<file path="src/rtl/rock_driver_pkg.sv">
// Shared types and constants for the cradle rocking driver.
package rock_driver_pkg;

  localparam int unsigned AF_W          = 4;
  localparam int unsigned POS_W_DEFAULT = 8;

  typedef enum logic [1:0] {
    IDLE,
    SWING_POS,
    SWING_NEG,
    RETURN
  } state_t;

endpackage

</file>
<file path="src/rtl/rock_driver_step_timer.sv">
// Base-tick prescaler plus (16 - F_l) tick interval counter producing step_fire.
module rock_driver_step_timer
  import rock_driver_pkg::*;
#(
  parameter int unsigned CLK_DIV = 1000
) (
  input  logic            clk,
  input  logic            reset,
  input  logic            clear,
  input  logic [AF_W-1:0] F_l,
  output logic            step_fire
);

  localparam int unsigned PRE_W = (CLK_DIV > 1) ? $clog2(CLK_DIV) : 1;

  logic [PRE_W-1:0] presc;
  logic [AF_W-1:0]  ivl;
  logic             tick;
  logic [AF_W-1:0]  last;

  assign tick = (presc == PRE_W'(CLK_DIV - 1));
  // Index of the final tick in a (16 - F_l) tick interval is 15 - F_l.
  assign last      = ~F_l;
  assign step_fire = tick & (ivl == last);

  always_ff @(posedge clk or posedge reset) begin
    if (reset) begin
      presc <= '0;
      ivl   <= '0;
    end else if (clear) begin
      presc <= '0;
      ivl   <= '0;
    end else if (tick) begin
      presc <= '0;
      ivl   <= step_fire ? '0 : ivl + AF_W'(1);
    end else begin
      presc <= presc + PRE_W'(1);
    end
  end

endmodule

</file>
<file path="src/rtl/rock_driver.sv">
// Rocking cradle driver: turns latched amplitude/frequency into a symmetric
// step stream around centre, relatching at centre crossings and parking on stop.
module rock_driver
  import rock_driver_pkg::*;
#(
  parameter int unsigned CLK_DIV     = 1000,
  parameter int unsigned STEPS_PER_A = 4,
  parameter int unsigned POS_W       = POS_W_DEFAULT
) (
  input  logic                    clk,
  input  logic                    reset,
  input  logic                    enable,
  input  logic [AF_W-1:0]         A,
  input  logic [AF_W-1:0]         F,
  input  logic                    AF0,
  output logic                    step,
  output logic                    dir,
  output logic signed [POS_W-1:0] pos,
  output logic                    busy,
  output logic                    cycle_done
);

  state_t                  state;
  logic [AF_W-1:0]         A_l;
  logic [AF_W-1:0]         F_l;
  logic                    step_fire;
  logic                    clear;
  logic                    stop_req;
  logic                    swinging;
  logic [POS_W-1:0]        limit;
  logic signed [POS_W-1:0] limit_s;
  logic signed [POS_W-1:0] pos_n;

  assign stop_req = AF0 | ~enable;
  assign swinging = (state == SWING_POS) || (state == SWING_NEG);
  assign limit    = POS_W'(A_l) * POS_W'(STEPS_PER_A);
  assign limit_s  = $signed(limit);
  assign pos_n    = dir ? POS_W'(pos + 1) : POS_W'(pos - 1);

  // Interval restarts while idle and when a swing is abandoned between steps.
  assign clear = (state == IDLE) | (swinging & stop_req & ~step_fire);

  rock_driver_step_timer #(
    .CLK_DIV (CLK_DIV)
  ) u_timer (
    .clk       (clk),
    .reset     (reset),
    .clear     (clear),
    .F_l       (F_l),
    .step_fire (step_fire)
  );

  always_ff @(posedge clk or posedge reset) begin
    if (reset) begin
      state      <= IDLE;
      step       <= 1'b0;
      dir        <= 1'b1;
      pos        <= '0;
      busy       <= 1'b0;
      cycle_done <= 1'b0;
      A_l        <= '0;
      F_l        <= '0;
    end else begin
      step       <= 1'b0;
      cycle_done <= 1'b0;
      case (state)
        IDLE: begin
          pos <= '0;
          dir <= 1'b1;
          if (enable && !AF0 && (A != '0)) begin
            A_l   <= A;
            F_l   <= F;
            state <= SWING_POS;
            busy  <= 1'b1;
          end
        end
        SWING_POS, SWING_NEG: begin
          if (step_fire) begin
            step <= 1'b1;
            pos  <= pos_n;
            // Centre crossing: stop wins over relatching new A/F.
            if ((state == SWING_POS) && (pos_n == '0)) begin
              cycle_done <= 1'b1;
              if (stop_req || (A == '0)) begin
                state <= IDLE;
                busy  <= 1'b0;
                dir   <= 1'b1;
              end else begin
                A_l <= A;
                F_l <= F;
              end
            end else if ((state == SWING_POS) && (pos_n == limit_s)) begin
              state <= SWING_NEG;
              dir   <= 1'b0;
            end else if ((state == SWING_NEG) && (pos_n == -limit_s)) begin
              state <= SWING_POS;
              dir   <= 1'b1;
            end
          end else if (stop_req) begin
            if (pos == '0) begin
              state <= IDLE;
              busy  <= 1'b0;
              dir   <= 1'b1;
            end else begin
              state <= RETURN;
              dir   <= pos[POS_W-1];
            end
          end
        end
        RETURN: begin
          if (step_fire) begin
            step <= 1'b1;
            pos  <= pos_n;
            if (pos_n == '0) begin
              state <= IDLE;
              busy  <= 1'b0;
              dir   <= 1'b1;
            end
          end
        end
        default: begin
          state <= IDLE;
          busy  <= 1'b0;
        end
      endcase
    end
  end

endmodule

</file>
<file path="config.mk">
export PLATFORM = sky130hd
export DESIGN_NAME = rock_driver
export DESIGN_NICKNAME = d
export VERILOG_FILES = /design/src/rtl/rock_driver_pkg.sv /design/src/rtl/rock_driver_step_timer.sv /design/src/rtl/rock_driver.sv
export SDC_FILE = /design/constraint.sdc
export NUM_CORES = 1
export LEC_CHECK = 0
export CAP_MARGIN = 5
export CORE_ASPECT_RATIO = 1.25
export CORE_UTILIZATION = 40
export DETAILED_ROUTE_END_ITERATION = 7
export PLACE_DENSITY = 0.7
export SLEW_MARGIN = 10
export SYNTH_ARGS = -nofsm -noshare
export SYNTH_HDL_FRONTEND = slang
export SYNTH_SLANG_ARGS = --single-unit
</file>
<file path="constraint.sdc">
create_clock -name clk -period 8.2 [get_ports clk]
set_input_delay 1.64 -clock clk [delete_from_list [all_inputs] [get_ports clk]]
set_output_delay 1.64 -clock clk [all_outputs]
set_load 0.1 [all_outputs]
</file>
# ---- Word level (Yosys, flattened, before mapping)
# Index checks and enable logic that the tools add are counted.
dict set report classes {
  n_addsub 5
  mul 0
  div 0
  order_cmp 0
  n_eq_ne 20
  n_shift 0
  mux 53
  n_bitwise 8
  n_reduce_logical 21
}
# cell n
set ops {}
lappend ops {{4-bit 2-to-1 mux} 11}
lappend ops {{1-bit 2-to-1 mux} 22}
lappend ops {{10-bit 2-to-1 mux} 2}
lappend ops {{2-bit 2-to-1 mux} 10}
lappend ops {{8-bit zero test} 2}
lappend ops {{8-bit 2-to-1 mux} 2}
lappend ops {{4-bit case mux with 2 select lines} 2}
lappend ops {{8-bit case mux with 2 select lines} 1}
lappend ops {{3-bit != test (second input constant)} 4}
lappend ops {{10-bit by 1-bit adder with 10-bit output (second input constant)} 1}
lappend ops {{10-bit equality test (second input constant)} 1}
lappend ops {{2-bit != test (second input constant)} 5}
lappend ops {{5-bit AND reduction} 2}
lappend ops {{8-bit by 2-bit adder with 8-bit output (second input constant)} 1}
lappend ops {{8-bit by 7-bit equality test with 1-bit output} 1}
lappend ops {{8-bit equality test} 1}
lappend ops {{6-bit negation with 8-bit output} 1}
lappend ops {{8-bit by 2-bit subtractor with 8-bit output (second input constant)} 1}
lappend ops {{7-bit AND reduction} 1}
lappend ops {{1-bit case mux with 3 select lines} 2}
lappend ops {{2-bit case mux with 3 select lines} 1}
lappend ops {{6-bit AND reduction} 1}
lappend ops {{1-bit logical AND} 5}
lappend ops {{5-bit != test (second input constant)} 1}
lappend ops {{18 further kinds} 26}
dict set report word_totals {
  ff_bits 36
  latch_bits 0
  mem_bits_rw 0
  romBits 0
  inputBits 12
  output_inout_bits 12
  memories 0
}

# ---- Logic depth before layout (Yosys ltp)
# Gate-level depths: netlist (run 1).
dict set report logic_depth {
  depth_word 9
  depth_mapped 11
}

# ---- By module
# Synthesis (run 1) repeated with hierarchy kept, for this count alone.
dict set report hier_totals {
  cells_unflattened 253
  area_unflattened_um2 2438.6
}
# mod instances cells_each area_each_um2 seq_area_each_um2
set modules_own_cells {}
lappend modules_own_cells {rock_driver 1 174 1666.6 551.8}
lappend modules_own_cells {rock_driver_step_timer 1 79 772.0 350.3}

# ---- Least setup slack after synthesis (run 1)
# Ideal clock, no wire load.
dict set report synth_path {
  path_kind {reg-to-reg}
  startpoint {reg pos[0]}
  endpoint {reg state[0]}
  setup_ns 0.127
  arrival_ns 3.502
  required_ns 8.073
  setup_slack_ns 4.570
  path_stages_with_launch 11
  path_buffers 0
  cell_sequence {dfrtp_1 > inv_1 > fa_1 > nand2b_1 > a21oi_2 > xor3_4 > xnor2_1 > or4_4 > o311ai_4 > nand2_2 > mux2_1}
}
dict set report synth_between {
  elab_chain_len 8
}
# item line_no
set synth_rtl {}
lappend synth_rtl {{start: declaration} rock_driver.sv:18} ;# output logic signed [POS_W-1:0] pos,
lappend synth_rtl {{start signal: assignment} rock_driver.sv:80} ;# pos <= pos_n;
lappend synth_rtl {{start signal: assignment} rock_driver.sv:113} ;# pos <= pos_n;
lappend synth_rtl {{8-bit by 2-bit subtractor with 8-bit output or 8-bit by 2-bit adder with 8-bit output (tied branches)} rock_driver.sv:38} ;# assign pos_n = dir ? POS_W'(pos + 1) : POS_W'(pos - 1);
lappend synth_rtl {{8-bit 2-to-1 mux} rock_driver.sv:38}
lappend synth_rtl {{8-bit by 7-bit equality test with 1-bit output} rock_driver.sv:92} ;# end else if ((state == SWING_POS) && (pos_n == limit_s)) begin
lappend synth_rtl {{1-bit logical AND} rock_driver.sv:92}
lappend synth_rtl {{2-bit 2-to-1 mux} rock_driver.sv:92}
lappend synth_rtl {{2-bit 2-to-1 mux} rock_driver.sv:82} ;# if ((state == SWING_POS) && (pos_n == '0)) begin
lappend synth_rtl {{2-bit 2-to-1 mux} rock_driver.sv:78} ;# if (step_fire) begin
lappend synth_rtl {{2-bit case mux with 3 select lines} rock_driver.sv:66} ;# case (state)
lappend synth_rtl {{end signal: assignment} rock_driver.sv:85} ;# state <= IDLE;
lappend synth_rtl {{end signal: assignment} rock_driver.sv:93} ;# state <= SWING_NEG;
lappend synth_rtl {{end signal: assignment} rock_driver.sv:96} ;# state <= SWING_POS;
lappend synth_rtl {{end: declaration} rock_driver.sv:23} ;# state_t state;
# Several ways; a longest one is shown, not always the timed one. The select of a mux whose other input is x is not followed.
# A chain may end at the register's enable or synchronous reset.

# ---- Worst setup path after layout (run 1)
dict set report layout_path {
  startpoint {reg dir}
  endpoint {out dir}
}
# item line_no
set layout_lines {}
lappend layout_lines {{start: declaration} rock_driver.sv:17} ;# output logic dir,
lappend layout_lines {{start signal: assignment} rock_driver.sv:106} ;# dir <= pos[POS_W-1];
# No word-level cell between the ends.

==> summary.txt, run 1 <==
Synth
  – Top post-synthesis cells by area: dfrtp_1 (36%), ha_1 (7.7%), nor2_1 (5.2%), mux2_4 (4.9%), xnor2_1 (4.7%)
  – Asr flop ratio synth: 100%
  – Post-synthesis cell type count: 50
  – Synth Register Bits: 36
  – Prevailing post-synth register cell: dfrtp_1
  – Cell area after synthesis: 0.00245 mm^2
  – Area leader, netlist: dfrtp_1
  – Yosys warns: 0
  – EDFF count, synth: 0
  – Synth top area share: 35.8%
  – Synthesized netlist cell count: 239
  – Post-Syn Nets: 267
  – Register area share after synthesis: 36.9%
  – Mapped Avg Cell Area: 10.2 um^2

Setup path
  – CP max-delay cell: clkdlybuf4s50_1
  – Worst setup SP type: flip-flop
  – Max stage delay on crit path: 1150 ps
  – CP arrival: 2050 ps
  – Cell Chain, Critical Path: clkdlybuf4s50_1
  – Top delay family on crit path: buffers and inverters
  – Critical-path maximum fanout: 5
  – Nature of the critical path endpoint: output pin
  – Critical Path RT: 6560 ps
  – WP buf/inv: 1
  – Critical Setup Path Class: flip-flop to output pin

Floorplan
  – DIE AREA: 0.00643 mm^2
  – Die span in y: 89.4 um
  – Core ar.: 0.00586 mm^2
  – Initial Util: 41.8%
  – Die width: 71.9 um
  – Rows: 31
  – Boundary Pins: 24

Placed design
  – I/O Buffers: 23
  – DPL Wire Length: 3670 um
  – Routability cong.: 0.814

Clock tree
  – Clk Latency, worst-skew pair: 300 ps
  – CTS Root Cell: clkbuf_8
  – Post-CTS resize count: 0
  – CTS tree: built
  – Clk slew on worst S/H paths: 80 ps
  – CTS sink cnt: 36
  – Total CTS buffers: 5
  – Setup Buffers After CTS: 0
  – Number of H-tree levels: 2
  – Cts hold-fix bufs: 0
  – Clk buf depth: 2

Pwr
  – P_sw: 0.209 mW
  – Switching share of power: 34.2%
  – P_int: 0.402 mW
  – Combinational Power Share: 36.0%
  – Reg power frac: 38.4%
  – VDD IR-drop max: 0.104 mV
  – Lkg Pwr: 1.23 nW
  – Clock share of power: 25.6%
  – Power Dens Cells: 213 mW/mm^2

Run
  – Max-cap viol count: 0

Route
  – Final WL: 4910 um
  – DR WL/cell: 14.1 um
  – Avg Vias per Cell: 5.07
  – Initial DRC Count: 60
  – Final ANT Viol Nets: 0
  – Via count: 1765
  – DRC Markers: 0
  – DR pass1 iterations: 6

Cells and area
  – Share of cells above drive strength 1: 13.2%
  – Commonest non-fill, non-tap cell in the layout: dfrtp_1
  – Fillers: 558
  – Diodes inserted: 0
  – Net count, final: 293
  – Most frequent cells in the layout: dfrtp_1 (35), nor2_1 (34), clkdlybuf4s50_1 (23)
  – Synth-to-Final Area Change: 17.2%

Min path
  – Min-delay worst type: flip-flop to flip-flop

STA
  – Fin. max-slew vios: 0
  – Clock Skew: 9.36 ps
  – Final Hold Vio Count: 0
  – Setup-failing EPs final: 0
  – Fmax: 0.271 GHz
  – Hold WS: 464 ps
  – Final critical-path required period: 3690 ps
  – Max-slew headroom: 35.1%
  – Setup tns final: 0 ps
  – Worst slew pin tran: 970 ps
  – Period Utilization, post-route: 45.0%
  – RSZ-0062 raised after global routing: no

Global route
  – Pin count of the biggest net entering global routing: 37
  – First-pass GRT wire length: 8180 um
  – Vias in the first global route: 1769
  – Tot GR Track Use: 16.8%
  – Initial antenna violation count: 0
  – GRT Residual Overflow: 0

Run status
  – Outcome: completed
## power by group through the flow
stage               logic, mW  clock network [mW]  registers (mW)
floorplan               0.164                   0           0.250
global placement        0.217                   0           0.238
detailed placement      0.222                   0           0.239
CTS                     0.222               0.163           0.236
global route            0.241               0.168           0.239
finish                  0.220               0.156           0.235
## layer usage
layer	GRT usage (%)	vias up	part of all wire [%]
met2	32.4	21	53
met3	3.38	5	2.2
met5	0	-	0
met1	18.4	851	44
li1	-	888	-
met4	5.35	0	1.3
## synth_stat cells, drive strengths merged (2+ instances only)
library cell  number
dfrtp             35
clkbuf             3
nand4              4
o31a               2
a21o               2
and4               2
xor2              16
buf                2
a31oi              3
nor2              35
a41oi              2
mux2              11
nand2b             5
nor2b              2
nor3               6
nand3              7
inv               11
a21oi             13
a211oi             4
nor4               6
nand2             22
o221ai             2
ha                15
xnor2             13
## layout make-up
cell class	count	area (um^2)	area share, %
inverters	11	41.3	1.44
multi-input cells	187	1480	51.5
clock inverters	2	35.0	1.22
flip-flops and latches	36	902	31.5
repair buffers	24	238	8.29
well taps	82	103	3.58
clock buffers	6	72.6	2.53
## sequential cells by signal, indices dropped and copies added, names as in the netlist
register / cells
A_l: 4
F_l: 4
busy: 1
cycle_done: 1
dir: 1
pos: 8
state: 2
step: 1
u_timer.ivl: 4
u_timer.presc: 10
## worst paths after layout
| check | start | to | slack [ps] | cells after the start |
|---|---|---|---|---|
| max | dir | dir | 4510 | 1 |
| min | u_timer.presc[0] | u_timer.presc[0] | 460 | 1 |
| max reg2reg | dir | state[0] | 4820 | 10 |
| min reg2reg | u_timer.presc[0] | u_timer.presc[0] | 460 | 1 |
| max in group asynchronous | reset | dir | 6110 | 3 |
| min in group asynchronous | reset | u_timer.presc[6] | 1750 | 3 |
## cells by family after synthesis
logic type | after synthesis | synth area share, %
AO/OA/AOI/OAI | 35 | 12.7
buffers and inverters | 16 | 2.81
AND/OR/NAND/NOR | 94 | 19.3
XOR/XNOR | 31 | 13.5
flip-flops | 36 | 36.9
adder cells (fa/ha/maj) | 16 | 8.49
multiplexers | 11 | 6.29
## stage by stage
stage / instances / utilization (%) / instance area (um^2) / power [mW] / worst slack (ps)
finish: 348 / 48.9 / 2870 / 0.611 / 4510
floorplan: 239 / - / 2450 / 0.414 / 4570
detailed placement: 340 / 47.1 / 2760 / 0.460 / 4660
global placement: 340 / 47.1 / 2760 / 0.456 / 4680
CTS: 348 / 48.9 / 2870 / 0.621 / 4490
global route: 348 / 48.9 / 2870 / 0.649 / 4460
(Power assumes the default switching activity.)
==> inputs of run 2 (changes only) <==
PLACE_DENSITY = 0.73   (was 0.7)
clock period = 3.2 ns   (was 8.2 ns; I/O delays follow)
==> summary.txt, run 2 (synthesis gave the netlist of run 1 again) <==
Run status
  – Outcome: completed

STA
  – Period Utilization, post-route: 98.4%
  – Fmax: 0.318 GHz
  – Fin. max-slew vios: 0
  – Final critical-path required period: 3150 ps
  – Setup-failing EPs final: 0
  – Worst slew pin tran: 577 ps
  – Setup tns final: 0 ps
  – RSZ-0062 raised after global routing: yes
  – Final Hold Vio Count: 0
  – Max-slew headroom: 61.2%
  – Clock Skew: 7.87 ps

Setup path
  – Worst setup SP type: flip-flop
  – Nature of the critical path endpoint: flip-flop
  – CP arrival: 3330 ps
  – Critical Setup Path Class: flip-flop to flip-flop
  – Critical-path maximum fanout: 6
  – Critical Path RT: 3380 ps

Route
  – Via count: 1816
  – Final ANT Viol Nets: 0
  – Final WL: 5030 um
  – DR WL/cell: 14.0 um
  – Avg Vias per Cell: 5.04
  – DR pass1 iterations: 4
  – DRC Markers: 0
  – Initial DRC Count: 59

Clock tree
  – Clk buf depth: 2
  – Cts hold-fix bufs: 0
  – Total CTS buffers: 5
  – Number of H-tree levels: 2
  – Clk Latency, worst-skew pair: 290 ps
  – Clk slew on worst S/H paths: 80 ps
  – CTS tree: built
  – CTS Root Cell: clkbuf_8
  – CTS sink cnt: 36

Cells and area
  – Net count, final: 305
  – Share of cells above drive strength 1: 26.3%
  – Largest register FFs: 10
  – Diodes inserted: 0
  – Largest reg by FF count: u_timer.presc
  – Fillers: 520
  – Final core utilization: 51.6%
  – Commonest non-fill, non-tap cell in the layout: nor2_1
  – Most frequent cells in the layout: nor2_1 (33), dfrtp_1 (31), buf_4 (25)
  – Synth-to-Final Area Change: 23.6%
  – Biggest regs: u_timer.presc: 10 flops, pos: 8 flops

Global route
  – First-pass GRT wire length: 8460 um
  – GRT Residual Overflow: 0
  – Pin count of the biggest net entering global routing: 37
  – Initial antenna violation count: 0
  – Tot GR Track Use: 17.2%
  – Vias in the first global route: 1786

Placed design
  – DPL Wire Length: 3700 um
  – I/O Buffers: 23
  – Routability cong.: 0.789

Floorplan
  – DIE AREA: 0.00643 mm^2
  – Initial Util: 41.8%
  – Boundary Pins: 24
  – Die span in y: 89.4 um
  – Die width: 71.9 um
  – Rows: 31
  – Core ar.: 0.00586 mm^2

Pwr
  – Lkg Pwr: 1.30 nW
  – Total Power: 1.58 mW
  – Power Dens Cells: 523 mW/mm^2
  – VDD IR-drop max: 0.240 mV

Min path
  – Min-delay worst type: flip-flop to flip-flop

Run
  – Max-cap viol count: 0
[run 2: changes by cell type in the layout (fill, tap and decap cells not counted), moves of 2 or more]
| cell | before | now |
|---|---|---|
| ha_1 | 15 | 11 |
| buf_4 | 1 | 25 |
| ha_4 | 0 | 4 |
| dfrtp_4 | 0 | 2 |
| clkdlybuf4s50_1 | 23 | 11 |
| dfrtp_2 | 0 | 2 |
| dfrtp_1 | 35 | 31 |
[run 2: final timing paths]
| kind | slack [ps] | to | cells after the start | startpoint |
|---|---|---|---|---|
| max in group asynchronous | 2100 | pos[0] | 3 | reset |
| min reg2reg | 470 | u_timer.presc[0] | 1 | u_timer.presc[0] |
| max | 50 | state[1] | 10 | dir |
| min | 470 | u_timer.presc[0] | 1 | u_timer.presc[0] |
| min in group asynchronous | 750 | u_timer.presc[5] | 3 | reset |
| max reg2reg | 50 | state[1] | 10 | dir |
[run 2: per-layer routing]
metal	wire length, um	global-route usage (%)	vias to the layer above
li1	-	-	905
met1	2230	20.6	880
met2	2650	31.2	25
met3	98	2.93	6
met4	61	5.70	0
met5	0	0	-
[run 2: per-stage QoR]
stage	cell area (um^2)	instances	hold WS, ps	worst slack [ps]
finish	3020	360	469	52.6
global route	3020	360	490	-77.1
CTS	2960	355	470	10.8
detailed placement	2850	347	460	33.2
global placement	2850	347	454	77.3
floorplan	2510	239	433	20.9
[run 2: cell type report]
class	count	area, um^2	area share (%)
Tap cell	82	103	3.39
Multi-Input combinational cell	187	1550	51.2
Clock inverter	3	42.5	1.41
Inverter	11	48.8	1.61
Timing Repair Buffer	36	298	9.85
Sequential cell	36	916	30.3
Clock buffer	5	68.8	2.28
[run 2: critical path, stage by stage, from the launching register on]
cell	delay (ps)
dfstp_4	670
inv_8	60
ha_4	250
a211oi_4	350
nor2_4	70
xor2_2	210
xor2_1	170
or4_4	500
o311ai_4	310
nand2_2	110
mux2_1	320
[run 2: repair_timing]
action,in CTS,in global routing
gates resized for setup,0,6
buffers inserted,0,5
setup endpoints to repair,0,11
[run 2: power by group]
group | total (mW) | internal (mW) | leakage [nW] | switching [mW]
Combinational | 0.572 | 0.274 | 0.770 | 0.299
Clock | 0.408 | 0.231 | 0.0541 | 0.177
Sequential | 0.602 | 0.528 | 0.473 | 0.0739
==> inputs of run 3 (changes only) <==
ABC_AREA = 1   (was default)
PLACE_DENSITY = 0.72   (was 0.73)
==> summary.txt, run 3 <==
Synth
  – Most frequent cell after synthesis: nand2_1
  – Synth cell count leaders: nand2_1 (96), inv_1 (71), nor2_1 (48)
  – Synth Register Bits: 36
  – Post-synthesis cell type count: 34
  – Cell area after synthesis: 0.00278 mm^2
  – Yosys warns: 0
  – Area leader, netlist: dfrtp_1
  – Post-Syn Nets: 427
  – EDFF count, synth: 0
  – Synthesized netlist cell count: 399
  – Asr flop ratio synth: 100%
  – Prevailing post-synth register cell: dfrtp_1
  – Register area share after synthesis: 32.5%
  – Mapped Avg Cell Area: 6.96 um^2
  – Top post-synthesis cells by area: dfrtp_1 (32%), nand2_1 (13%), inv_1 (9.6%), nand3_1 (7.0%), ha_1 (6.8%)
  – Synth top area share: 31.5%

Floorplan
  – Die width: 76.6 um
  – DIE AREA: 0.00729 mm^2
  – Core ar.: 0.00665 mm^2
  – Initial Util: 41.8%
  – Rows: 33
  – Die span in y: 95.2 um
  – Boundary Pins: 24

Placed design
  – Placement Setup Slack: 539 ps
  – Routability cong.: 0.931
  – DPL Wire Length: 5080 um
  – I/O Buffers: 23

Clock tree
  – Number of H-tree levels: 2
  – Cts hold-fix bufs: 0
  – Clk slew on worst S/H paths: 80 ps
  – Post-CTS resize count: 0
  – Setup Buffers After CTS: 0
  – CTS Root Cell: clkbuf_8
  – Total CTS buffers: 5
  – CTS sink cnt: 36
  – Clk buf depth: 2
  – CTS tree: built
  – Clk Latency, worst-skew pair: 300 ps

STA
  – Clock Skew: 9.36 ps
  – Max-slew headroom: 69.4%
  – Fmax: 0.374 GHz
  – Setup tns final: 0 ps
  – Final WS setup: 525 ps
  – Fin. max-slew vios: 0
  – Worst slew pin tran: 459 ps
  – RSZ-0062 raised after global routing: no
  – Final Hold Vio Count: 0
  – Setup-failing EPs final: 0
  – Period Utilization, post-route: 83.6%
  – Final critical-path required period: 2680 ps

Setup path
  – Critical Path RT: 3390 ps
  – Worst setup SP type: flip-flop
  – Critical Setup Path Class: flip-flop to flip-flop
  – Worst reg-to-reg path cell count: 14
  – Nature of the critical path endpoint: flip-flop
  – Critical-path maximum fanout: 16
  – CP arrival: 2860 ps

Route
  – Final ANT Viol Nets: 0
  – DR pass1 iterations: 7
  – DRC Markers: 0
  – Final WL: 6490 um
  – DR WL/cell: 12.5 um
  – Initial DRC Count: 163
  – Avg Vias per Cell: 5.02
  – Via count: 2597

Global route
  – Initial antenna violation count: 0
  – GRT Residual Overflow: 0
  – Vias in the first global route: 2595
  – Pin count of the biggest net entering global routing: 37
  – Tot GR Track Use: 19.1%
  – First-pass GRT wire length: 11000 um

Cells and area
  – Diodes inserted: 0
  – Biggest regs: u_timer.presc: 10 flops, pos: 8 flops
  – Net count, final: 457
  – Most frequent cells in the layout: nand2_1 (96), inv_1 (71), nor2_1 (48)
  – Synth-to-Final Area Change: 14.4%
  – Commonest non-fill, non-tap cell in the layout: nand2_1
  – Share of cells above drive strength 1: 14.4%
  – Largest reg by FF count: u_timer.presc
  – Largest register FFs: 10
  – Fillers: 655

Run status
  – Outcome: completed

Pwr
  – Lkg Pwr: 1.64 nW
  – Power Dens Cells: 546 mW/mm^2
  – Total Power: 1.73 mW
  – VDD IR-drop max: 0.370 mV

Min path
  – Min-delay worst type: flip-flop to flip-flop
  – Hold path cells: 2

Run
  – Max-cap viol count: 0
run 3: changes by cell type after synthesis, sizes merged, moves of 5 or more:
cell / previous run / this run
nor2: 35 / 54
nand2b: 5 / 0
mux2: 11 / 0
xor2: 16 / 4
nand2: 22 / 108
inv: 11 / 73
nor4: 6 / 0
o21ai: 0 / 13
o22ai: 0 / 7
nand3: 7 / 46
xnor2: 13 / 3
nand4: 4 / 10
run 3: where the power goes:
part | internal (mW) | total [mW] | switching [mW]
combinational | 0.248 | 0.790 | 0.541
clock | 0.175 | 0.355 | 0.180
sequential | 0.528 | 0.590 | 0.0618
run 3: per-stage QoR:
step | instance area, um^2 | utilization [%] | hold WS, ps | cells
2_1_floorplan | 2780 | - | 454 | 399
3_3_place_gp | 3080 | 46.4 | 482 | 509
3_5_place_dp | 3080 | 46.4 | 487 | 509
4_1_cts | 3180 | 47.8 | 502 | 517
5_1_grt | 3180 | 47.8 | 527 | 517
6_report | 3180 | 47.8 | 499 | 517
run 3: worst paths after layout:
path                       start      to  slack (ps)
max in group asynchronous  reset     dir        2090
hold / removal              busy    busy         500
setup / recovery             dir  F_l[1]         520
min in group asynchronous  reset  pos[4]         750
setup reg to reg             dir  F_l[1]         520
hold reg to reg             busy    busy         500
run 3: layout make-up:
class                      count  area (um^2)  share of cell area (%)
clock buffer                   7         86.3                    2.72
clock inverter                 1         7.51                   0.236
inverter                      73          274                    8.62
multi-input combinational    289         1590                    50.1
sequential                    36          902                    28.4
tap                           87          109                    3.43
timing repair buffer          24          208                    6.54
run 3: metal layers:
| layer | up-vias | GRT usage [%] | part of all wire [%] |
|---|---|---|---|
| li1 | 1324 | - | - |
| met1 | 1188 | 21.4 | 45 |
| met2 | 67 | 34.5 | 49 |
| met3 | 18 | 3.25 | 3.6 |
| met4 | 0 | 10.9 | 2.7 |
| met5 | - | 0 | 0 |
run 3: kinds of logic after synthesis:
group | Yosys count | share of synthesized area, %
compound gates | 37 | 9.01
xor+xnor | 7 | 2.21
fa+ha+maj | 16 | 7.47
buf+inv | 74 | 10.3
flops | 36 | 32.5
simple gates | 229 | 38.6
run 3: worst max-delay path: stages, from the launching register on:
cell     delay [ps]
dfstp_2         600
inv_1           150
ha_1            400
nand2_1         120
inv_1            60
a21oi_2         180
nand2_1          90
nand2_1          80
nand2_2          80
nor2_4          150
nand3_4         110
o21ai_2         100
nand3_4         220
nor2_1          190
a21oi_2          40
==> edit: new RTL, config.mk and constraints of run 3 <==
`CLK_DIV` is set to 1000 in 2 places; all go to 4000.
--- a/src/rtl/rock_driver_step_timer.sv
+++ b/src/rtl/rock_driver_step_timer.sv
@@ -2,7 +2,7 @@
 module rock_driver_step_timer
   import rock_driver_pkg::*;
 #(
-  parameter int unsigned CLK_DIV = 1000
+  parameter int unsigned CLK_DIV = 4000
 ) (
   input  logic            clk,
   input  logic            reset,
--- a/src/rtl/rock_driver.sv
+++ b/src/rtl/rock_driver.sv
@@ -3,7 +3,7 @@
 module rock_driver
   import rock_driver_pkg::*;
 #(
-  parameter int unsigned CLK_DIV     = 1000,
+  parameter int unsigned CLK_DIV     = 4000,
   parameter int unsigned STEPS_PER_A = 4,
   parameter int unsigned POS_W       = POS_W_DEFAULT
 ) (
Behaviour: same outputs for any inputs over 10 cycles, from zero or initial values and one cycle with reset high; that may be too few to reach the edited logic, so the function may still have changed.
==> edit against run 3 <==
- die area up 0.88%
- setup slack worse by 23 ps
- clock power up 4%
- sequential cell count up 2
- cell count down 3.1%
- global-route usage down 0.68 points
- sequential power up 5.9%
- cell area up 0.59%
- via count down 4.8%
- area after synthesis up 0.90%
- routed wire length down 5.1%
- total power up 2.9%
- utilization up 0.28 points
==> edit: results (changes against run 3) <==
- Status: finished, final reports clean
* Signal arrival time at the worst endpoint: 2890 ps (+30 ps)
- The average routed wire per standard cell was 12.28 um (-2.1%).
- The actual slew at the worst max-slew pin is 488.9 ps (+29.80 ps).
* Most frequent cells after synthesis: nand2_1, inv_1, nand3_1, nor2_1, dfrtp_1
* Detailed placer's ending HPWL: 4861 um (-4.3%)
- The count of cell types in the netlist came to 37 (+8.8%).
- Depth of the most critical reg-to-reg path: 13 (-1)
- The area of placed instances came to 0.003098 mm2 (+0.45%).
- The flop-to-flop setup slack is 500 ps (-20 ps).
* Global-route wire length before repair: 10700 um (-3.0%)
* Warnings from Yosys: 0 (unchanged)
- Vias per Instance: 4.934 (-1.8%)
- Termination of the worst setup path: A_l[1]
* Highest clock frequency the design can meet: 0.3707 GHz (-0.84%)
- The root buffer cell chosen for the clock tree is clkbuf_8.
- The number of nets at the end of the flow is 441 (-3.5%).
- The final weighted congestion of routability-driven global placement came to 0.9234 (-0.77%).
- The instance count along the most critical hold path was 1 (-1).
- Peak supply drop: 287.6 uV (-22%)
* Via count of the first global-routing pass: 2455 (-5.4%)
* Beginning of the worst hold path: u_timer.presc[0]
- In the final layout, the registers with the most flip-flops are u_timer.presc x12, pos x8.
- The post-synth net total is 412 (-3.5%).
* Largest net degree at the start of global routing: 39 (+5.4%)
- First-pass detailed-route iteration total: 5 (-2)
- The total instance count after detailed placement is 493 (-3.1%).
* Leakage Power: 0.001681 uW (+2.7%)
* Post-Synthesis Mean Instance Area: 7.302 um2 (+4.8%)
* Final worst hold slack: 475.0 ps (-24.47 ps)
- Share of synthesized area occupied by flip-flops and latches: 0.3396 (+0.01495)
- Drt first-iter violations: 105 (-36%)
- Final Instance Count excl. Fillers: 501 (-3.1%)
- Share of cells above drive strength 1: 0.1449 (+0.0007415)
- The total routing resource utilization after global routing is 0.1841 (-0.006785).
- The worst hold path terminates at u_timer.presc[0].
- Fin Clk Skew: 8.698 ps (-0.6652 ps)
* Largest cells by area after synthesis: dfrtp_1, nand2_1, inv_1
==> edit: cell count changes after synthesis, sizes merged, moves of 3 or more <==
cell / run 3 / this run
inv: 73 / 69
o21ai: 13 / 19
nor2: 54 / 45
nand2: 108 / 104
o22ai: 7 / 3
nand4: 10 / 4
a21oi: 12 / 9
xor2: 4 / 10
==> edit: power by group <==
group	leakage, uW	internal, uW	switching [uW]
Combinational	0.00112	271	520
Clock	0.0000478	178	193
Sequential	0.000511	553	71.4
Total	0.00168	1000	784
==> edit: critical path, stage by stage (launching register included) <==
cell	delay [ps]
dfstp_2	610
inv_1	140
ha_1	400
inv_1	80
nand2_1	150
nand3_1	120
nand2_1	150
nand3_1	140
nor2_4	130
nand3_4	120
o21ai_2	100
nand3_4	230
nand2_1	150
o21ai_2	60
==> edit: metal layers <==
metal | routed length [um] | global-route usage | vias up
met3 | 200 | 0.02392 | 10
li1 | - | - | 1278
met5 | 0 | 0 | -
met4 | 110 | 0.07692 | 0
met2 | 3056 | 0.3385 | 58
met1 | 2786 | 0.2154 | 1126
==> edit: kinds of logic after synthesis <==
| group | count (synthesis) | share of synthesized area |
|---|---|---|
| AND/OR/NAND/NOR | 211 | 0.3632 |
| buffers and inverters | 72 | 0.1022 |
| flip-flops | 38 | 0.3396 |
| AO/OA/AOI/OAI | 35 | 0.08300 |
| adder cells (fa/ha/maj) | 16 | 0.07407 |
| XOR/XNOR | 11 | 0.03436 |
| multiplexers | 1 | 0.003570 |
==> edit: layout make-up <==
type | count | area [um2]
Timing Repair Buffer | 24 | 207.7
Fill cell | 655 | 3451
Clock inverter | 2 | 16.27
Sequential cell | 38 | 952.2
Clock buffer | 6 | 82.58
Inverter | 70 | 264.0
Tap cell | 87 | 108.9
Multi-Input combinational cell | 274 | 1565
